## src/rtl/instr_sequencer.sv

```systemverilog
`default_nettype none
// ============================================================================
// instr_sequencer : program RAM that issues 13-bit instructions in order,
//                   with idle gaps inserted after each multiply.
// Revision 1.0
// ============================================================================
module instr_sequencer #(
    parameter int          AW         = 4,
    parameter int          MUL_WAIT   = 2,
    parameter logic [12:0] IDLE_INSTR = 13'b1011111111111
) (
    input  logic          clk,
    input  logic          rst,
    input  logic          prog_we,
    input  logic [AW-1:0] prog_addr,
    input  logic [12:0]   prog_data,
    input  logic [AW:0]   prog_len,
    input  logic          start,
    input  logic          proc_ready,
    output logic [12:0]   instruction,
    output logic          instr_valid,
    output logic          busy,
    output logic          done,
    output logic [AW-1:0] pc
);

    localparam int              c_DEPTH     = 2 ** AW;
    localparam int              c_CW        = (MUL_WAIT < 2) ? 1 : $clog2(MUL_WAIT + 1);
    localparam logic [AW:0]     c_MAX_LEN   = (AW + 1)'(c_DEPTH);
    localparam logic [c_CW-1:0] c_WAIT_LOAD = c_CW'(MUL_WAIT);

    typedef enum logic [1:0] {
        S_IDLE  = 2'd0,
        S_ISSUE = 2'd1,
        S_WAIT  = 2'd2,
        S_DONE  = 2'd3
    } state_t;

    state_t          r_state, w_state_nx;
    logic [AW-1:0]   r_pc, w_pc_nx;
    logic [AW:0]     r_len, w_len_nx;
    logic [c_CW-1:0] r_cnt, w_cnt_nx;
    logic            w_zero_start;
    logic            w_last;
    logic            w_is_mul;

    logic [12:0]     r_ram [c_DEPTH];
    logic [12:0]     r_instr;
    logic            r_valid;
    logic            r_busy;
    logic            r_done;

    // r_instr always holds ram[pc] while issuing, so decode the op from it
    assign w_last   = ({1'b0, r_pc} == (r_len - 1'b1));
    assign w_is_mul = (r_instr[12:11] == 2'b11);

    always_comb begin
        w_state_nx   = r_state;
        w_pc_nx      = r_pc;
        w_len_nx     = r_len;
        w_cnt_nx     = r_cnt;
        w_zero_start = 1'b0;
        case (r_state)
            S_IDLE: begin
                if (start) begin
                    if (prog_len == '0) begin
                        w_zero_start = 1'b1;
                    end else begin
                        w_len_nx   = (prog_len > c_MAX_LEN) ? c_MAX_LEN : prog_len;
                        w_pc_nx    = '0;
                        w_state_nx = S_ISSUE;
                    end
                end
            end
            S_ISSUE: begin
                if (proc_ready) begin
                    if (w_last) begin
                        w_state_nx = S_DONE;
                    end else begin
                        w_pc_nx = r_pc + 1'b1;
                        if (w_is_mul && (MUL_WAIT > 0)) begin
                            w_cnt_nx   = c_WAIT_LOAD;
                            w_state_nx = S_WAIT;
                        end
                    end
                end
            end
            S_WAIT: begin
                if (r_cnt <= c_CW'(1)) begin
                    w_state_nx = S_ISSUE;
                end else begin
                    w_cnt_nx = r_cnt - 1'b1;
                end
            end
            default: begin
                w_state_nx = S_IDLE;
            end
        endcase
    end

    // Program RAM: no reset, so a loaded program survives rst
    always_ff @(posedge clk) begin
        if (prog_we && !r_busy) begin
            r_ram[prog_addr] <= prog_data;
        end
    end

    always_ff @(posedge clk) begin
        if (rst) begin
            r_state <= S_IDLE;
            r_pc    <= '0;
            r_len   <= '0;
            r_cnt   <= '0;
            r_instr <= IDLE_INSTR;
            r_valid <= 1'b0;
            r_busy  <= 1'b0;
            r_done  <= 1'b0;
        end else begin
            r_state <= w_state_nx;
            r_pc    <= w_pc_nx;
            r_len   <= w_len_nx;
            r_cnt   <= w_cnt_nx;
            r_instr <= (w_state_nx == S_ISSUE) ? r_ram[w_pc_nx] : IDLE_INSTR;
            r_valid <= (w_state_nx == S_ISSUE);
            r_busy  <= (w_state_nx == S_ISSUE) || (w_state_nx == S_WAIT);
            r_done  <= (w_state_nx == S_DONE) || w_zero_start;
        end
    end

    assign instruction = r_instr;
    assign instr_valid = r_valid;
    assign busy        = r_busy;
    assign done        = r_done;
    assign pc          = r_pc;

endmodule

`default_nettype wire

```

## config.mk

```make
export PLATFORM = sky130hd
export DESIGN_NAME = instr_sequencer
export DESIGN_NICKNAME = d
export VERILOG_FILES = /design/src/rtl/instr_sequencer.sv
export SDC_FILE = /design/constraint.sdc
export NUM_CORES = 1
export LEC_CHECK = 0
export BUFFER_PORTS_ARGS = -buffer_cell sky130_fd_sc_hd__buf_2
export CORE_ASPECT_RATIO = 0.75
export CORE_MARGIN = 2
export CORE_UTILIZATION = 35
export DETAILED_ROUTE_END_ITERATION = 16
export SYNTH_ARGS = -nofsm -noshare
export SYNTH_HDL_FRONTEND = slang
export SYNTH_SLANG_ARGS = --single-unit
```

## constraint.sdc

```tcl
create_clock -name clk -period 3.5 [get_ports clk]
set_input_delay 0.35 -clock clk [delete_from_list [all_inputs] [get_ports clk]]
set_output_delay 0.35 -clock clk [all_outputs]
set_load 0.02 [all_outputs]
```

==> flow_metrics.env <==
export IMPL_end_kind="register"
export IMPL_drtAntennaViolNets=0
export IMPL_path_buf_inv=2
export IMPL_cts_root_buffer_cell="clkbuf_16"
export IMPL_final_hold_viol_count=0
export IMPL_drt_initial_drc_count=454
export IMPL_arrival_ns=3.67
export IMPL_rsz0062_at_grt="false"
export IMPL_setup_slack_ns=0.189
export IMPL_pin_count=47
export IMPL_cpPeakStageDelay_ns=0.54
export IMPL_htreeDepth=1
export IMPL_skew_ns=0.00905
export IMPL_cts_made_buffers=24
export IMPL_drive_above_1_share=0.246
export IMPL_yosysSeqAreaShare=0.712
export IMPL_fillers=2439
export IMPL_io_buffers=46
export IMPL_fmax_mhz=302
export IMPL_vias_per_cell=5.06
export IMPL_status="finished, final reports clean"
export IMPL_finalCriticalPeriod_ns=3.31
export IMPL_synth_distinct_cells=51
export IMPL_numClockSinks=237
export IMPL_grt_pass1_wl_um=32400
export IMPL_crit_chain="inv_1, ha_1, nor3b_1, xor2_1, nor3_2, o22ai_2, a31oi_4, buf_12, mux2_2, o21ai_0, a221oi_2"
export IMPL_ctsLongestPathBuffers=3
export IMPL_ctsResizeCount=0
export IMPL_clk_pin_slew_ns=0.06
export IMPL_dr_pass1_iters=5
export IMPL_finalSetupTns_ns=0
export IMPL_seq_area_um2=6830
export IMPL_syn_nets=617
export IMPL_relSlewSlack=0.286
export IMPL_cp_max_fo=13
export IMPL_cts_tree="yes"
export IMPL_nNetsFinal=696
export IMPL_syn_avg_cell_area_um2=16.4
export IMPL_syn_inst=585
export IMPL_first_global_vias=5245
export IMPL_worst_pin_slew_ns=1.07
export IMPL_antenna_found_initial=3
export IMPL_ys_warn_count=0
export IMPL_layout_commonest_cell="edfxtp_1"
export IMPL_fp_dieW_um=195
export IMPL_cp_start_kind="register"
export IMPL_num_antenna_cells=0
export IMPL_post_cts_buffers=0
export IMPL_min_period_over_period=0.946
export IMPL_ir_worst_vdd_mv=0.286
export IMPL_slowest_stage="a31oi_4"
export IMPL_crit_type="reg2reg"
export IMPL_fin_util=0.415
export IMPL_setup_viol=0
export IMPL_crit_cells=11
export IMPL_worstHoldPathCells=3
export IMPL_clock_latency_ns=0.51
export IMPL_leakage_uw=0.00419
export IMPL_drv_cap=0
export IMPL_wirelength_um=21800
export IMPL_overflow=0
export IMPL_hold_path_class="in2reg"
export IMPL_critPathRequiredTime_ns=3.86
export IMPL_pre_cts_slack_ns=0.244
export IMPL_drc=0
export IMPL_layout_common_cells="edfxtp_1, mux2i_1, buf_2"
export IMPL_synth_seq_cells=237
export IMPL_drv_slew=0
export IMPL_crit_family="compound AO/OA/AOI/OAI gates"
export IMPL_grt_max_degree=34
export IMPL_wire_per_inst_um=21.1
export IMPL_synth_top_cell_area_share=0.652
export IMPL_netlist_top_cell_by_area="edfxtp_1"
export IMPL_core_area_um2=26900
export IMPL_ff2ff_path_depth=11
export IMPL_synthTopCellsByArea="edfxtp_1, mux2i_1, dfxtp_1, mux2_2, a22oi_1"
export IMPL_p_per_area_nw_per_um2=543
export IMPL_start_util=0.356
export IMPL_grt_usage=0.151
export IMPL_place_gp_congestion=0.817
export IMPL_die_area_um2=28700
export IMPL_via_count=5228
export IMPL_syn_to_final_growth_pct=16.6
export IMPL_post_dp_hpwl_um=13500
export IMPL_netlist_area_um2=9590
export IMPL_num_rows=52
export IMPL_multi_input_area_um2=2600
export IMPL_postCtsHoldBufs=0
export IMPL_fp_dieH_um=147
==> layout make-up <==
| type | instances | share of cell area |
|---|---|---|
| Sequential cell | 237 | 0.611 |
| Clock inverter | 11 | 0.00952 |
| Inverter | 9 | 0.00302 |
| Multi-Input combinational cell | 317 | 0.232 |
| Timing Repair Buffer | 75 | 0.0434 |
| Tap cell | 351 | 0.0393 |
| Clock buffer | 33 | 0.0614 |
==> metrics by stage <==
step	instances	area (um2)	hold WS [ns]	total power (uW)
detailed placement	989	10400	0.468	3590
finish	1033	11200	0.134	6060
CTS	1033	11200	0.123	6110
global route	1033	11200	0.145	6280
floorplan	585	9590	0.419	3450
global placement	989	10400	0.441	3580
==> power by group <==
group          switching (uW)  internal (uW)  total (uW)
Combinational             240            153         392
Clock                    1020           1520        2530
Sequential               21.8           3120        3140
Total                    1280           4790        6060
==> layer usage <==
metal  global-route usage  wire (um)  share of wire  vias to the layer above
met5                    0         39         0.0018                        -
met3               0.0344       1340          0.061                       35
met1                0.218      10200           0.47                     2620
li1                     -          -              -                     2429
met4               0.0347        387          0.018                        6
met2                0.234       9870           0.45                      138
==> tightest hold or removal path, cell delays in order <==
cell,delay (ns)
buf_2,0.11
nand3_1,0.07
a21oi_1,0.07
==> registers in the layout, summed over array words and instances, names as in the netlist <==
signal	cells
r_ram	208
instruction	13
r_len	5
pc	4
r_cnt	2
r_state	2
busy	1
done	1
instr_valid	1
==> logic make-up after synthesis <==
family / after synthesis / share of synthesized area
fa+ha+maj: 5 / 0.00653
buf+inv: 31 / 0.0210
xor+xnor: 6 / 0.00692
mux: 119 / 0.129
flops: 237 / 0.712
compound gates: 86 / 0.0710
simple gates: 101 / 0.0530
==> path summary, 6_finish.rpt <==
path / from / endpoint / slack (ns)
worst max-delay path: r_len[0]$_SDFFE_PP0P_ / instruction[1]$_SDFF_PP1_ / 0.19
worst min register to register: r_cnt[1]$_SDFFE_PP0P_ / r_cnt[1]$_SDFFE_PP0P_ / 0.48
worst max register to register: r_len[0]$_SDFFE_PP0P_ / instruction[1]$_SDFF_PP1_ / 0.19
worst min-delay path: prog_len[3] / r_len[3]$_SDFFE_PP0P_ / 0.13
==> Yosys cell counts, drive strengths merged <==
library cell    n
a211oi          1
a21oi          20
a221oi          9
a22o            1
a22oi          25
a31oi           1
a32oi           1
and2            3
buf            17
clkbuf          5
dfxtp          29
edfxtp        208
ha              5
inv             9
mux2           23
mux2i          96
nand2          34
nand2b          5
nand3           8
nand4b          1
nor2           32
nor2b           2
nor3           10
nor3b           3
o21ai          20
o21bai          1
o221ai          1
o22ai           4
o311ai          1
o31ai           1
or3             1
or3b            1
or4             1
xnor2           2
xnor3           1
xor2            3
Note: power is estimated with default switching activity, not from simulation.
